$ cat config.mk
export PLATFORM = sky130hd
export DESIGN_NAME = spi_slave_mod
export DESIGN_NICKNAME = d
export VERILOG_FILES = /design/src/rtl/spi_slave_mod_pkg.sv /design/src/rtl/spi_slave_mod_sync_edge_det.sv /design/src/rtl/spi_slave_mod.sv
export SDC_FILE = /design/constraint.sdc
export NUM_CORES = 1
export LEC_CHECK = 0
export CORE_ASPECT_RATIO = 0.75
export CORE_MARGIN = 2
export CORE_UTILIZATION = 35
export CTS_CLUSTER_DIAMETER = 100
export CTS_CLUSTER_SIZE = 30
export DETAILED_ROUTE_END_ITERATION = 12
export HOLD_SLACK_MARGIN = 0.03
export PLACE_DENSITY_LB_ADDON = 0.12
export REMOVE_ABC_BUFFERS = 1
export SKIP_CTS_REPAIR_TIMING = 1
export SLEW_MARGIN = 10
export SYNTH_ARGS = -nofsm -noshare
export SYNTH_HDL_FRONTEND = slang
export SYNTH_SLANG_ARGS = --single-unit
$ cat constraint.sdc
create_clock -name clk_i -period 5.2 [get_ports clk_i]
set_input_delay 0.52 -clock clk_i [delete_from_list [all_inputs] [get_ports clk_i]]
set_output_delay 0.52 -clock clk_i [all_outputs]
set_load 0.02 [all_outputs]
$ cat src/rtl/spi_slave_mod_pkg.sv
`default_nettype none
// ============================================================================
// Module      : spi_slave_mod_pkg
// Description : Shared types and default sizes for the SPI responder.
// Revision    : 1.0 - initial release
// ============================================================================
package spi_slave_mod_pkg;

    localparam int c_DEF_DATA_W      = 8;
    localparam int c_DEF_SYNC_STAGES = 2;

    typedef enum logic [0:0] {
        ST_IDLE   = 1'b0,
        ST_ACTIVE = 1'b1
    } state_t;

endpackage : spi_slave_mod_pkg
`default_nettype wire

$ cat src/rtl/spi_slave_mod_sync_edge_det.sv
`default_nettype none
// ============================================================================
// Module      : spi_slave_mod_sync_edge_det
// Description : Multi-flop pin synchronizer with rise/fall pulse outputs.
// Revision    : 1.0 - initial release
// ============================================================================
module spi_slave_mod_sync_edge_det
    import spi_slave_mod_pkg::*;
#(
    parameter int   SYNC_STAGES = c_DEF_SYNC_STAGES,
    parameter logic RESET_VAL   = 1'b0
) (
    input  logic clk,
    input  logic rst,
    input  logic i_pin,
    output logic o_level,
    output logic o_rise,
    output logic o_fall
);

    logic [SYNC_STAGES-1:0] r_sync;
    logic                   r_dly;

    always_ff @(posedge clk) begin
        if (rst) begin
            r_sync <= {SYNC_STAGES{RESET_VAL}};
            r_dly  <= RESET_VAL;
        end else begin
            r_sync <= {r_sync[SYNC_STAGES-2:0], i_pin};
            r_dly  <= r_sync[SYNC_STAGES-1];
        end
    end

    assign o_level = r_sync[SYNC_STAGES-1];
    assign o_rise  = o_level & ~r_dly;
    assign o_fall  = ~o_level & r_dly;

endmodule : spi_slave_mod_sync_edge_det
`default_nettype wire

$ cat src/rtl/spi_slave_mod.sv
`default_nettype none
// ============================================================================
// Module      : spi_slave_mod
// Description : Oversampling SPI responder with RX strobe and one-deep TX buffer.
// Revision    : 1.0 - initial release
// ============================================================================
module spi_slave_mod
    import spi_slave_mod_pkg::*;
#(
    parameter int SYNC_STAGES = c_DEF_SYNC_STAGES,
    parameter int DATA_W      = c_DEF_DATA_W
) (
    input  logic              clk_i,
    input  logic              reset_i,
    input  logic              cpol_i,
    input  logic              cpha_i,
    input  logic              data_order_i,
    input  logic              sclk_i,
    input  logic              ss_n_i,
    input  logic              mosi_i,
    output logic              miso_o,
    output logic              miso_oe_o,
    input  logic [DATA_W-1:0] tx_data_i,
    input  logic              tx_valid_i,
    output logic              tx_ready_o,
    output logic [DATA_W-1:0] rx_data_o,
    output logic              rx_valid_o,
    output logic              tx_underrun_o,
    output logic              busy_o
);

    localparam int                c_CNT_W   = $clog2(DATA_W);
    localparam logic [c_CNT_W-1:0] c_CNT_MAX = c_CNT_W'(DATA_W - 1);

    state_t r_state, w_state_nxt;

    logic w_sclk_level, w_sclk_rise, w_sclk_fall;
    logic w_ss_level, w_ss_rise, w_ss_fall;
    logic [SYNC_STAGES-1:0] r_mosi_sync;
    logic w_mosi;

    logic r_cpol, r_cpha, r_order;
    logic [c_CNT_W-1:0] r_bit_cnt;
    logic [DATA_W-1:0]  r_tx_shift, r_rx_shift, r_hold, r_rx_data;
    logic r_hold_full, r_miso, r_miso_oe, r_rx_valid, r_underrun;

    spi_slave_mod_sync_edge_det #(
        .SYNC_STAGES (SYNC_STAGES),
        .RESET_VAL   (1'b0)
    ) u_sync_sclk (
        .clk     (clk_i),
        .rst     (reset_i),
        .i_pin   (sclk_i),
        .o_level (w_sclk_level),
        .o_rise  (w_sclk_rise),
        .o_fall  (w_sclk_fall)
    );

    spi_slave_mod_sync_edge_det #(
        .SYNC_STAGES (SYNC_STAGES),
        .RESET_VAL   (1'b1)
    ) u_sync_ss (
        .clk     (clk_i),
        .rst     (reset_i),
        .i_pin   (ss_n_i),
        .o_level (w_ss_level),
        .o_rise  (w_ss_rise),
        .o_fall  (w_ss_fall)
    );

    // Same depth as the edge detectors so MOSI lines up with the SCLK edge pulse.
    always_ff @(posedge clk_i) begin
        if (reset_i) r_mosi_sync <= '0;
        else         r_mosi_sync <= {r_mosi_sync[SYNC_STAGES-2:0], mosi_i};
    end
    assign w_mosi = r_mosi_sync[SYNC_STAGES-1];

    always_ff @(posedge clk_i) begin
        if (reset_i) r_state <= ST_IDLE;
        else         r_state <= w_state_nxt;
    end

    always_comb begin
        w_state_nxt = r_state;
        case (r_state)
            ST_IDLE:   if (w_ss_fall) w_state_nxt = ST_ACTIVE;
            ST_ACTIVE: if (w_ss_rise) w_state_nxt = ST_IDLE;
            default:   w_state_nxt = ST_IDLE;
        endcase
    end

    logic w_start, w_stop, w_edge, w_lead, w_trail, w_sample, w_shift, w_last;
    logic w_load, w_accept, w_order_now, w_load_bit, w_shift_bit, w_out_cur;
    logic [DATA_W-1:0] w_load_word, w_rx_next, w_tx_shifted;

    assign w_start  = (r_state == ST_IDLE) && w_ss_fall;
    assign w_stop   = (r_state == ST_ACTIVE) && w_ss_rise;
    assign w_edge   = (r_state == ST_ACTIVE) && !w_ss_rise && (w_sclk_rise || w_sclk_fall);
    assign w_lead   = w_edge && (w_sclk_level != r_cpol);
    assign w_trail  = w_edge && (w_sclk_level == r_cpol);
    assign w_sample = r_cpha ? w_trail : w_lead;
    // CPHA=0: the trailing edge right after a word boundary must not disturb the freshly loaded word.
    assign w_shift  = r_cpha ? w_lead : (w_trail && (r_bit_cnt != '0));
    assign w_last   = w_sample && (r_bit_cnt == c_CNT_MAX);
    assign w_load   = w_start || w_last;
    assign w_accept = tx_valid_i && !r_hold_full;

    assign w_order_now  = w_start ? data_order_i : r_order;
    assign w_load_word  = r_hold_full ? r_hold : '0;
    assign w_load_bit   = w_order_now ? w_load_word[DATA_W-1] : w_load_word[0];
    assign w_out_cur    = r_order ? r_tx_shift[DATA_W-1] : r_tx_shift[0];
    assign w_shift_bit  = r_order ? r_tx_shift[DATA_W-2] : r_tx_shift[1];
    assign w_tx_shifted = r_order ? {r_tx_shift[DATA_W-2:0], 1'b0} : {1'b0, r_tx_shift[DATA_W-1:1]};
    assign w_rx_next    = r_order ? {r_rx_shift[DATA_W-2:0], w_mosi} : {w_mosi, r_rx_shift[DATA_W-1:1]};

    always_ff @(posedge clk_i) begin
        if (reset_i) begin
            r_cpol      <= 1'b0;
            r_cpha      <= 1'b0;
            r_order     <= 1'b0;
            r_bit_cnt   <= '0;
            r_tx_shift  <= '0;
            r_rx_shift  <= '0;
            r_hold      <= '0;
            r_hold_full <= 1'b0;
            r_rx_data   <= '0;
            r_rx_valid  <= 1'b0;
            r_underrun  <= 1'b0;
            r_miso      <= 1'b0;
            r_miso_oe   <= 1'b0;
        end else begin
            r_rx_valid <= 1'b0;
            r_underrun <= w_load && !r_hold_full;

            if (w_accept) begin
                r_hold      <= tx_data_i;
                r_hold_full <= 1'b1;
            end else if (w_load) begin
                r_hold_full <= 1'b0;
            end

            if (w_start) begin
                r_cpol     <= cpol_i;
                r_cpha     <= cpha_i;
                r_order    <= data_order_i;
                r_bit_cnt  <= '0;
                r_rx_shift <= '0;
                r_tx_shift <= w_load_word;
                r_miso     <= cpha_i ? 1'b0 : w_load_bit;
                r_miso_oe  <= 1'b1;
            end else if (w_stop) begin
                r_bit_cnt <= '0;
                r_miso    <= 1'b0;
                r_miso_oe <= 1'b0;
            end else begin
                if (w_sample) begin
                    r_rx_shift <= w_rx_next;
                    if (w_last) begin
                        r_rx_data  <= w_rx_next;
                        r_rx_valid <= 1'b1;
                        r_bit_cnt  <= '0;
                    end else begin
                        r_bit_cnt <= r_bit_cnt + c_CNT_W'(1);
                    end
                end

                if (w_last) begin
                    r_tx_shift <= w_load_word;
                    if (!r_cpha) r_miso <= w_load_bit;
                end else if (w_shift) begin
                    r_tx_shift <= w_tx_shifted;
                    r_miso     <= r_cpha ? w_out_cur : w_shift_bit;
                end
            end
        end
    end

    assign miso_o        = r_miso;
    assign miso_oe_o     = r_miso_oe;
    assign tx_ready_o    = ~r_hold_full;
    assign rx_data_o     = r_rx_data;
    assign rx_valid_o    = r_rx_valid;
    assign tx_underrun_o = r_underrun;
    assign busy_o        = ~w_ss_level;

endmodule : spi_slave_mod
`default_nettype wire

# Yosys cells after proc, flatten, opt, wreduce, memory -nomap -nowiden
# Cells that the tools add are included.
[word_totals]
n_memories = 0
ram_bits = 0
reg_bits = 52
latch_bits = 0
romBits = 0
inputBits = 17
[op_classes]
mul = 0
shift = 0
muxes = 29
div_mod_pow = 0
n_eq_ne = 5
n_lt_le_gt_ge = 0
n_reduce_logical = 26
n_addsub = 1
n_bitwise = 13
[op_table]
columns = ["cell", "count"]
rows = [
  ["8-bit 2-to-1 mux", 7],
  ["1-bit 2-to-1 mux", 20],
  ["1-bit logical AND", 10],
  ["1-bit NOT", 9],
  ["2-bit AND reduction", 3],
  ["3-bit nonzero test", 2],
  ["1-bit AND", 4],
  ["4-bit != test, second input constant", 1],
  ["4-bit AND reduction", 1],
  ["2-bit nonzero test", 2],
  ["4-bit nonzero test", 1],
  ["4-bit OR reduction", 1],
  ["3-bit by 1-bit adder with 3-bit output, second input constant", 1],
  ["3-bit equality test, second input constant", 1],
  ["3-bit 2-to-1 mux", 1],
  ["3-bit OR reduction", 1],
  ["1-bit logical NOT", 2],
  ["1-bit logical OR", 2],
  ["2-bit != test, second input constant", 1],
  ["1-bit case mux with 2 select lines", 1],
  ["2-bit OR reduction", 1],
  ["1-bit equality test", 1],
  ["1-bit != test", 1],
]

# Depth between registers and ports, before layout
# Gate-level depths: netlist of the first run.
[depth]
word_depth = 12
ltp_mapped = 9

# By module
# From an unflattened synthesis of the first run, not the netlist that was laid out.
[unflattened]
cells_unflattened = 251
area_unflattened_um2 = 2262.2
[modules_own_cells]
columns = ["module", "cells_per_inst", "n_inst", "area_per_inst_um2"]
rows = [
  ["spi_slave_mod", 235, 1, 2078.2],
  ["spi_slave_mod_sync_edge_det (u_sync_ss)", 8, 1, 92.6],
  ["spi_slave_mod_sync_edge_det (u_sync_sclk)", 8, 1, 91.3],
]

# Worst setup path before layout of the first run
# No wires, ideal clock.
[synth_timing]
kind = "register to register"
start = "reg r_state"
end = "reg r_miso, in the netlist miso_o"
path_buffers = 0
setup_slack_ns = 3.333
setup_time_ns = 0.134
period_less_slack_ns = 1.867
arrival_ns = 1.734
path_stages_with_launch = 7
path_cell_list = "dfxtp_1 > nor3b_2 > mux2i_1 > mux2_2 > a32o_1 > a211oi_1 > a211oi_1"
[synth_via]
elab_chain_cells = 8
[synth_lines]
columns = ["item", "line", "source"]
rows = [
  ["start: declaration", "spi_slave_mod.sv:35", "state_t r_state, w_state_nxt;"],
  ["start signal: assignment", "spi_slave_mod.sv:80", "else r_state <= w_state_nxt;"],
  ["1-bit NOT or 1-bit logical AND (tied branches)", "--", ""],
  ["1-bit logical AND, on equally long branches", "spi_slave_mod.sv:96, spi_slave_mod.sv:98", ""],
  ["1-bit 2-to-1 mux (tied with other cells)", "--", ""],
  ["1-bit 2-to-1 mux, on equally long branches", "spi_slave_mod.sv:110, spi_slave_mod.sv:101", ""],
  ["1-bit 2-to-1 mux or 1-bit logical AND (tied branches)", "spi_slave_mod.sv:169, spi_slave_mod.sv:104", ""],
  ["1-bit 2-to-1 mux", "spi_slave_mod.sv:167", "if (w_last) begin"],
  ["1-bit 2-to-1 mux", "spi_slave_mod.sv:151", "end else if (w_stop) begin"],
  ["1-bit 2-to-1 mux", "spi_slave_mod.sv:142", "if (w_start) begin"],
  ["end signal: assignment", "spi_slave_mod.sv:149", "r_miso <= cpha_i ? 1'b0 : w_load_bit;"],
  ["end signal: assignment", "spi_slave_mod.sv:169", "if (!r_cpha) r_miso <= w_load_bit;"],
  ["end signal: assignment", "spi_slave_mod.sv:172", "r_miso <= r_cpha ? w_out_cur : w_shift_bit;"],
  ["end: declaration", "spi_slave_mod.sv:45", "logic r_hold_full, r_miso, r_miso_oe, r_rx_valid, r_underrun;"],
]
# Parallel ways exist; a longest one is shown, timed or not. The select of a mux whose other input is x is not followed.
# A chain may end at the register's enable or synchronous reset.

# Worst setup path after layout of the first run
[layout_timing]
start = "reg r_order"
end = "reg r_miso, in the netlist miso_o"
[layout_via]
elab_chain_cells = 6
[layout_lines]
columns = ["item", "line", "source"]
rows = [
  ["start: declaration", "spi_slave_mod.sv:42", "logic r_cpol, r_cpha, r_order;"],
  ["start signal: assignment", "spi_slave_mod.sv:145", "r_order <= data_order_i;"],
  ["1-bit 2-to-1 mux, on equally long branches", "--", ""],
  ["1-bit 2-to-1 mux, on equally long branches", "spi_slave_mod.sv:172, spi_slave_mod.sv:110", ""],
  ["1-bit 2-to-1 mux, on equally long branches", "spi_slave_mod.sv:170, spi_slave_mod.sv:169", ""],
  ["1-bit 2-to-1 mux", "spi_slave_mod.sv:167", ""],
  ["1-bit 2-to-1 mux", "spi_slave_mod.sv:151", ""],
  ["1-bit 2-to-1 mux *", "spi_slave_mod.sv:142", ""],
]
# Every way passes the cells marked *; elsewhere a longest branch is shown, timed or not. The select of a mux whose other input is x is not followed.

==> flow_metrics.py, run 1 <==
metrics = {
    "status": {
        "status": "finished, final reports clean",
    },
    "clock_network": {
        "htreeDepth": 2,
        "clock_path_buffers": 2,
        "clk_latency_ps": 300,
        "tritoncts": "done",
        "path_clk_slew_ps": 90,
        "cts_num_sinks": 52,
        "cts_buffers": 5,
        "cts-root-buf": "clkbuf_8",
    },
    "yosys": {
        "syn_inst": 253,
        "synth_cell_type_count": 41,
        "synth-seq-cells": 52,
        "syn-cell-area_um2": 2290,
        "avgSynthCellArea_um2": 9.04,
        "synth_seq_area_share": 0.455,
        "synth-edff-count": 0,
        "synthFlopType": "dfxtp_1",
        "synthDominantCellAreaShare": 0.455,
        "synth_top_cell_by_area": "dfxtp_1",
        "synth_area_leaders": "dfxtp_1 (46%), mux2i_1 (7.4%), nor2_1 (6.2%)",
        "ys_warn_count": 0,
        "async_reset_ff_frac": 0,
    },
    "hold_path": {
        "hold_path_end": "u_sync_ss.r_sync[1]",
        "hold_path_depth": 1,
        "hp-start": "u_sync_ss.r_sync[0]",
        "min_path_type": "reg2reg",
    },
    "finish": {
        "drive_gt1_frac": 0.0794,
        "synthToLayoutAreaGrowth_pct": 18.2,
        "final_cell_area_um2": 2700,
        "fin_nets": 297,
        "antenna_cells": 0,
        "fillers": 644,
    },
    "drt": {
        "vias": 1780,
        "drc": 0,
        "routed_wirelength_um": 4630,
        "viasPerCell": 4.97,
        "firstDrtPassIters": 4,
        "drtAntennaViolNets": 0,
        "wl_per_cell_um": 12.9,
        "drt_iter0_drc": 83,
    },
    "grt": {
        "grt_pass1_wl_um": 8080,
        "grt_max_degree": 43,
        "gr-total-overflow": 0,
        "antenna_found_initial": 0,
        "grt_usage": 0.139,
        "grt_pass1_vias": 1677,
    },
    "setup_path": {
        "r2r_slack_ps": 3050,
        "r2r_end": "miso_o",
        "critPathMaxFanout": 18,
        "critical-path-top-delay-family": "flip-flops",
        "path_cells": "mux4_2 > and2_1 > a32o_1 > a211oi_1 > a211oi_1",
        "crit_type": "reg2reg",
        "critical_path.most_common_cell": "a211oi_1",
        "r2r_cells": 5,
        "crit_path_end_kind": "flip-flop",
        "slowest_delay_ps": 940,
        "reg2reg_from": "r_order",
        "crit_required_ps": 5370,
        "critical_path_arrival_ps": 2320,
        "crit_buf_inv": 0,
        "critPathLaunchType": "flip-flop",
        "cpMaxStageDelayCell": "dfxtp_1",
    },
    "power_and_ir_drop": {
        "power_leakage_nw": 0.902,
        "vdd_ir_drop_max_mv": 0.0950,
        "p_per_area_nw_per_um2": 263,
    },
    "placed_design": {
        "place_area_um2": 2620,
        "pre_cts_slack_ps": 3030,
        "gp_congestion": 0.773,
        "dp_hpwl_um": 3180,
        "numPortBuffers": 30,
    },
    "sta": {
        "skew_ps": 5.67,
        "hold_violations": 0,
        "rsz0062_at_grt": "false",
        "worst_slew_pin_slew_ps": 922,
        "fmax_mhz": 465,
        "maxSlewHeadroom": 0.384,
        "fin_crit_ps": 2150,
        "setup_viol": 0,
        "tns_ps": 0,
        "layout_setup_ws_ps": 3050,
        "slew_viol_final": 0,
        "min_period_over_period": 0.413,
    },
    "die": {
        "coreArea_um2": 6320,
        "die_w_um": 97.3,
        "rows": 25,
        "die_h_um": 74.0,
        "die_area_um2": 7200,
        "io_pins": 31,
        "initial_core_util": 0.362,
    },
    "flow_run": {
        "maxCapViolations": 0,
    },
}
==> cells in the final DEF, fill, tap and decap left out, types with 5 or more instances in the layout <==
cell and instances:
dfxtp_1 52, nor2_1 38, clkdlybuf4s50_1 30, nand2_1 24
a211oi_1 18, mux2i_1 17, a21oi_1 14, nor3_1 10
nor2b_1 8, a311oi_1 8, inv_1 6, or2_2 5
clkbuf_8 5
==> routing by layer <==
metal / share of wire / vias up / wire [um] / GRT usage
li1: - / 936 / - / -
met5: 0 / - / 0 / 0
met3: 0.033 / 5 / 151 / 0.0357
met1: 0.54 / 813 / 2490 / 0.190
met4: 0.0093 / 0 / 43 / 0.0417
met2: 0.42 / 26 / 1940 / 0.220
==> layout make-up <==
cell class	instances	area (um^2)	area share
Timing Repair Buffer	31	308	0.114
Tap cell	81	101	0.0375
Clock buffer	6	72.6	0.0269
Sequential cell	52	1040	0.385
Clock inverter	1	5.00	0.00185
Multi-Input combinational cell	181	1150	0.426
Inverter	6	22.5	0.00834
==> stage by stage <==
| step | power (mW) | cells | hold WS [ps] | utilization |
|---|---|---|---|---|
| 2_1_floorplan | 0.471 | 239 | 389 | - |
| 3_3_place_gp | 0.505 | 351 | 400 | 0.415 |
| 3_5_place_dp | 0.505 | 351 | 403 | 0.415 |
| 4_1_cts | 0.724 | 358 | 428 | 0.428 |
| 5_1_grt | 0.747 | 358 | 449 | 0.428 |
| 6_report | 0.712 | 358 | 423 | 0.428 |
==> power by group <==
| group | total (mW) | leakage, nW | internal [mW] | switching [mW] |
|---|---|---|---|---|
| Sequential | 0.426 | 0.423 | 0.411 | 0.0143 |
| Clock | 0.217 | 0.0410 | 0.0919 | 0.125 |
| Combinational | 0.0695 | 0.437 | 0.0347 | 0.0347 |
==> synthesized netlist by cell type, drive strengths merged, types with 5 or more instances <==
| library cell | n |
|---|---|
| nor3 | 10 |
| dfxtp | 52 |
| nor2 | 40 |
| clkbuf | 7 |
| or2 | 5 |
| a21oi | 14 |
| a311oi | 8 |
| nand2 | 25 |
| buf | 7 |
| nor2b | 8 |
| mux2i | 17 |
| inv | 6 |
| a211oi | 18 |
==> cells by family after synthesis <==
logic type | Yosys count | share of synthesized area
compound gates | 50 | 0.155
mux | 20 | 0.0958
fa+ha+maj | 3 | 0.0164
buf+inv | 20 | 0.0410
flops | 52 | 0.455
xor+xnor | 1 | 0.00383
simple gates | 107 | 0.232
==> sequential cells by signal, indices dropped and copies added (netlist names), 2 cells and up <==
register,cells
u_sync_ss.r_sync,2
r_bit_cnt,3
rx_data_o,8
r_mosi_sync,2
u_sync_sclk.r_sync,2
r_hold,8
r_rx_shift,8
r_tx_shift,8
==> worst reg2reg max path, stage by stage (launching register included) <==
cell	delay, ps
dfxtp_1	940
mux4_2	420
and2_1	170
a32o_1	200
a211oi_1	220
a211oi_1	80
==> how the worst max path moves through the flow <==
stage                       startpoint      to  slack (ps)  cells after the start
final                          r_order  miso_o        3050                      5
after global routing           r_order  miso_o        2870                      5
after CTS                      r_order  miso_o        3020                      5
after detailed placement  data_order_i  miso_o        3030                      6
after global placement    data_order_i  miso_o        3050                      6
after floorplan                r_order  miso_o        3300                      5
No activity file was read; power rests on OpenSTA's default activity.
==> run 2, diff against run 1 <==
- clock period: 5.2 -> 1.9 ns (I/O delays scaled with it)
==> flow_metrics.py, run 2 (synthesis gave the netlist of run 1 again) <==
metrics = {
    "grt": {
        "grt_pass1_wl_um": 8380,
        "antenna_found_initial": 0,
        "grt_max_degree": 42,
        "grt_usage": 0.145,
        "grt_pass1_vias": 1756,
        "gr-total-overflow": 0,
    },
    "power_and_ir_drop": {
        "p_per_area_nw_per_um2": 728,
        "p_total_mw": 2.22,
        "vdd_ir_drop_max_mv": 0.392,
        "power_leakage_nw": 1.05,
    },
    "setup_path": {
        "critical-path-top-delay-family": "compound AO/OA/AOI/OAI gates",
        "crit_buf_inv": 1,
        "slowest_delay_ps": 450,
        "critPathLaunchType": "flip-flop",
        "crit_path_end_kind": "flip-flop",
        "cpMaxStageDelayCell": "a2111o_1",
        "crit_type": "reg2reg",
        "critical_path_arrival_ps": 2080,
        "crit_required_ps": 2130,
        "critPathMaxFanout": 5,
        "path_cells": "inv_2 > ha_2 > nor2b_4 > a2111o_1 > and4_4 > a21o_1 > a211oi_2",
    },
    "die": {
        "initial_core_util": 0.362,
        "die_h_um": 74.0,
        "die_area_um2": 7200,
        "coreArea_um2": 6320,
        "io_pins": 31,
        "die_w_um": 97.3,
        "rows": 25,
    },
    "clock_network": {
        "htreeDepth": 2,
        "cts_buffers": 5,
        "cts-root-buf": "clkbuf_8",
        "cts_num_sinks": 52,
        "clk_latency_ps": 310,
        "clock_path_buffers": 2,
        "path_clk_slew_ps": 90,
        "tritoncts": "done",
    },
    "sta": {
        "fmax_mhz": 540,
        "min_period_over_period": 0.975,
        "skew_ps": 12.6,
        "maxSlewHeadroom": 0.700,
        "rsz0062_at_grt": "true",
        "slew_viol_final": 0,
        "setup_viol": 0,
        "fin_crit_ps": 1850,
        "worst_slew_pin_slew_ps": 450,
        "holdWs_ps": 416,
        "hold_violations": 0,
    },
    "drt": {
        "wl_per_cell_um": 13.6,
        "viasPerCell": 4.98,
        "firstDrtPassIters": 4,
        "routed_wirelength_um": 5110,
        "drt_iter0_drc": 73,
        "vias": 1872,
        "drc": 0,
        "drtAntennaViolNets": 0,
    },
    "placed_design": {
        "numPortBuffers": 30,
        "dp_hpwl_um": 3370,
        "place_area_um2": 2770,
        "gp_congestion": 0.788,
    },
    "finish": {
        "final_common_cell": "dfxtp_1",
        "fin_nets": 314,
        "final_cell_mix": "dfxtp_1 (46), nor2_1 (37), clkdlybuf4s50_1 (30), nand2_1 (24), mux2i_1 (17)",
        "drive_gt1_frac": 0.224,
        "antenna_cells": 0,
        "final_cell_area_um2": 3050,
        "fillers": 620,
        "synthToLayoutAreaGrowth_pct": 33.2,
    },
    "flow_run": {
        "maxCapViolations": 0,
    },
    "hold_path": {
        "min_path_type": "reg2reg",
    },
    "status": {
        "status": "finished, final reports clean",
    },
}
-- run 2: cell types whose count changed in the layout (fill, tap and decap cells not counted), sizes merged --
cell | previous run | this run
clkinv | 1 | 0
clkbuf | 6 | 7
and4 | 1 | 2
buf | 1 | 17
bufinv | 0 | 1
-- run 2: power breakdown --
part | switching [mW] | internal (mW) | total (mW)
registers | 0.0281 | 1.12 | 1.15
clock network | 0.359 | 0.465 | 0.824
logic | 0.124 | 0.119 | 0.242
-- run 2: cell type report --
| type | count | area (um^2) | share of cell area |
|---|---|---|---|
| multi-input cells | 182 | 1280 | 0.419 |
| flip-flops and latches | 52 | 1050 | 0.346 |
| repair buffers | 47 | 465 | 0.153 |
| well taps | 81 | 101 | 0.0333 |
| clock buffers | 7 | 96.3 | 0.0316 |
| clock inverters | 1 | 30.0 | 0.00986 |
| inverters | 6 | 22.5 | 0.00740 |
-- run 2: per-layer routing --
layer | track usage | wire length, um
met5 | 0 | 0
met4 | 0.0448 | 63
met3 | 0.0357 | 166
met2 | 0.223 | 2090
met1 | 0.205 | 2790
-- run 2: worst reg2reg max path, delay by kind of cell, from the launching register on --
kind	cells	cell delay, ps
buffers and inverters	1	40
and+or+nand+nor	2	380
adders and majority gates	1	170
DFF	1	380
AOI/OAI and AO/OA	3	830
-- run 2: per-stage QoR --
step / util / TNS, ps / setup slack (ps) / instances
2_1_floorplan: - / 0 / 4.65 / 239
3_3_place_gp: 0.438 / 0 / 12.8 / 365
3_5_place_dp: 0.438 / -45.4 / -35.2 / 365
4_1_cts: 0.458 / -101 / -49.3 / 373
5_1_grt: 0.482 / -8.62 / -8.62 / 376
6_report: 0.482 / 0 / 47.0 / 376
-- run 2: path summary, 6_finish.rpt --
kind	cells past startpoint	slack (ps)	startpoint	endpoint
hold / removal	1	420	u_sync_ss.r_sync[0]	u_sync_ss.r_sync[1]
setup / recovery	7	50	r_bit_cnt[0]	miso_o
setup reg to reg	7	50	r_bit_cnt[0]	miso_o
hold reg to reg	1	420	u_sync_ss.r_sync[0]	u_sync_ss.r_sync[1]
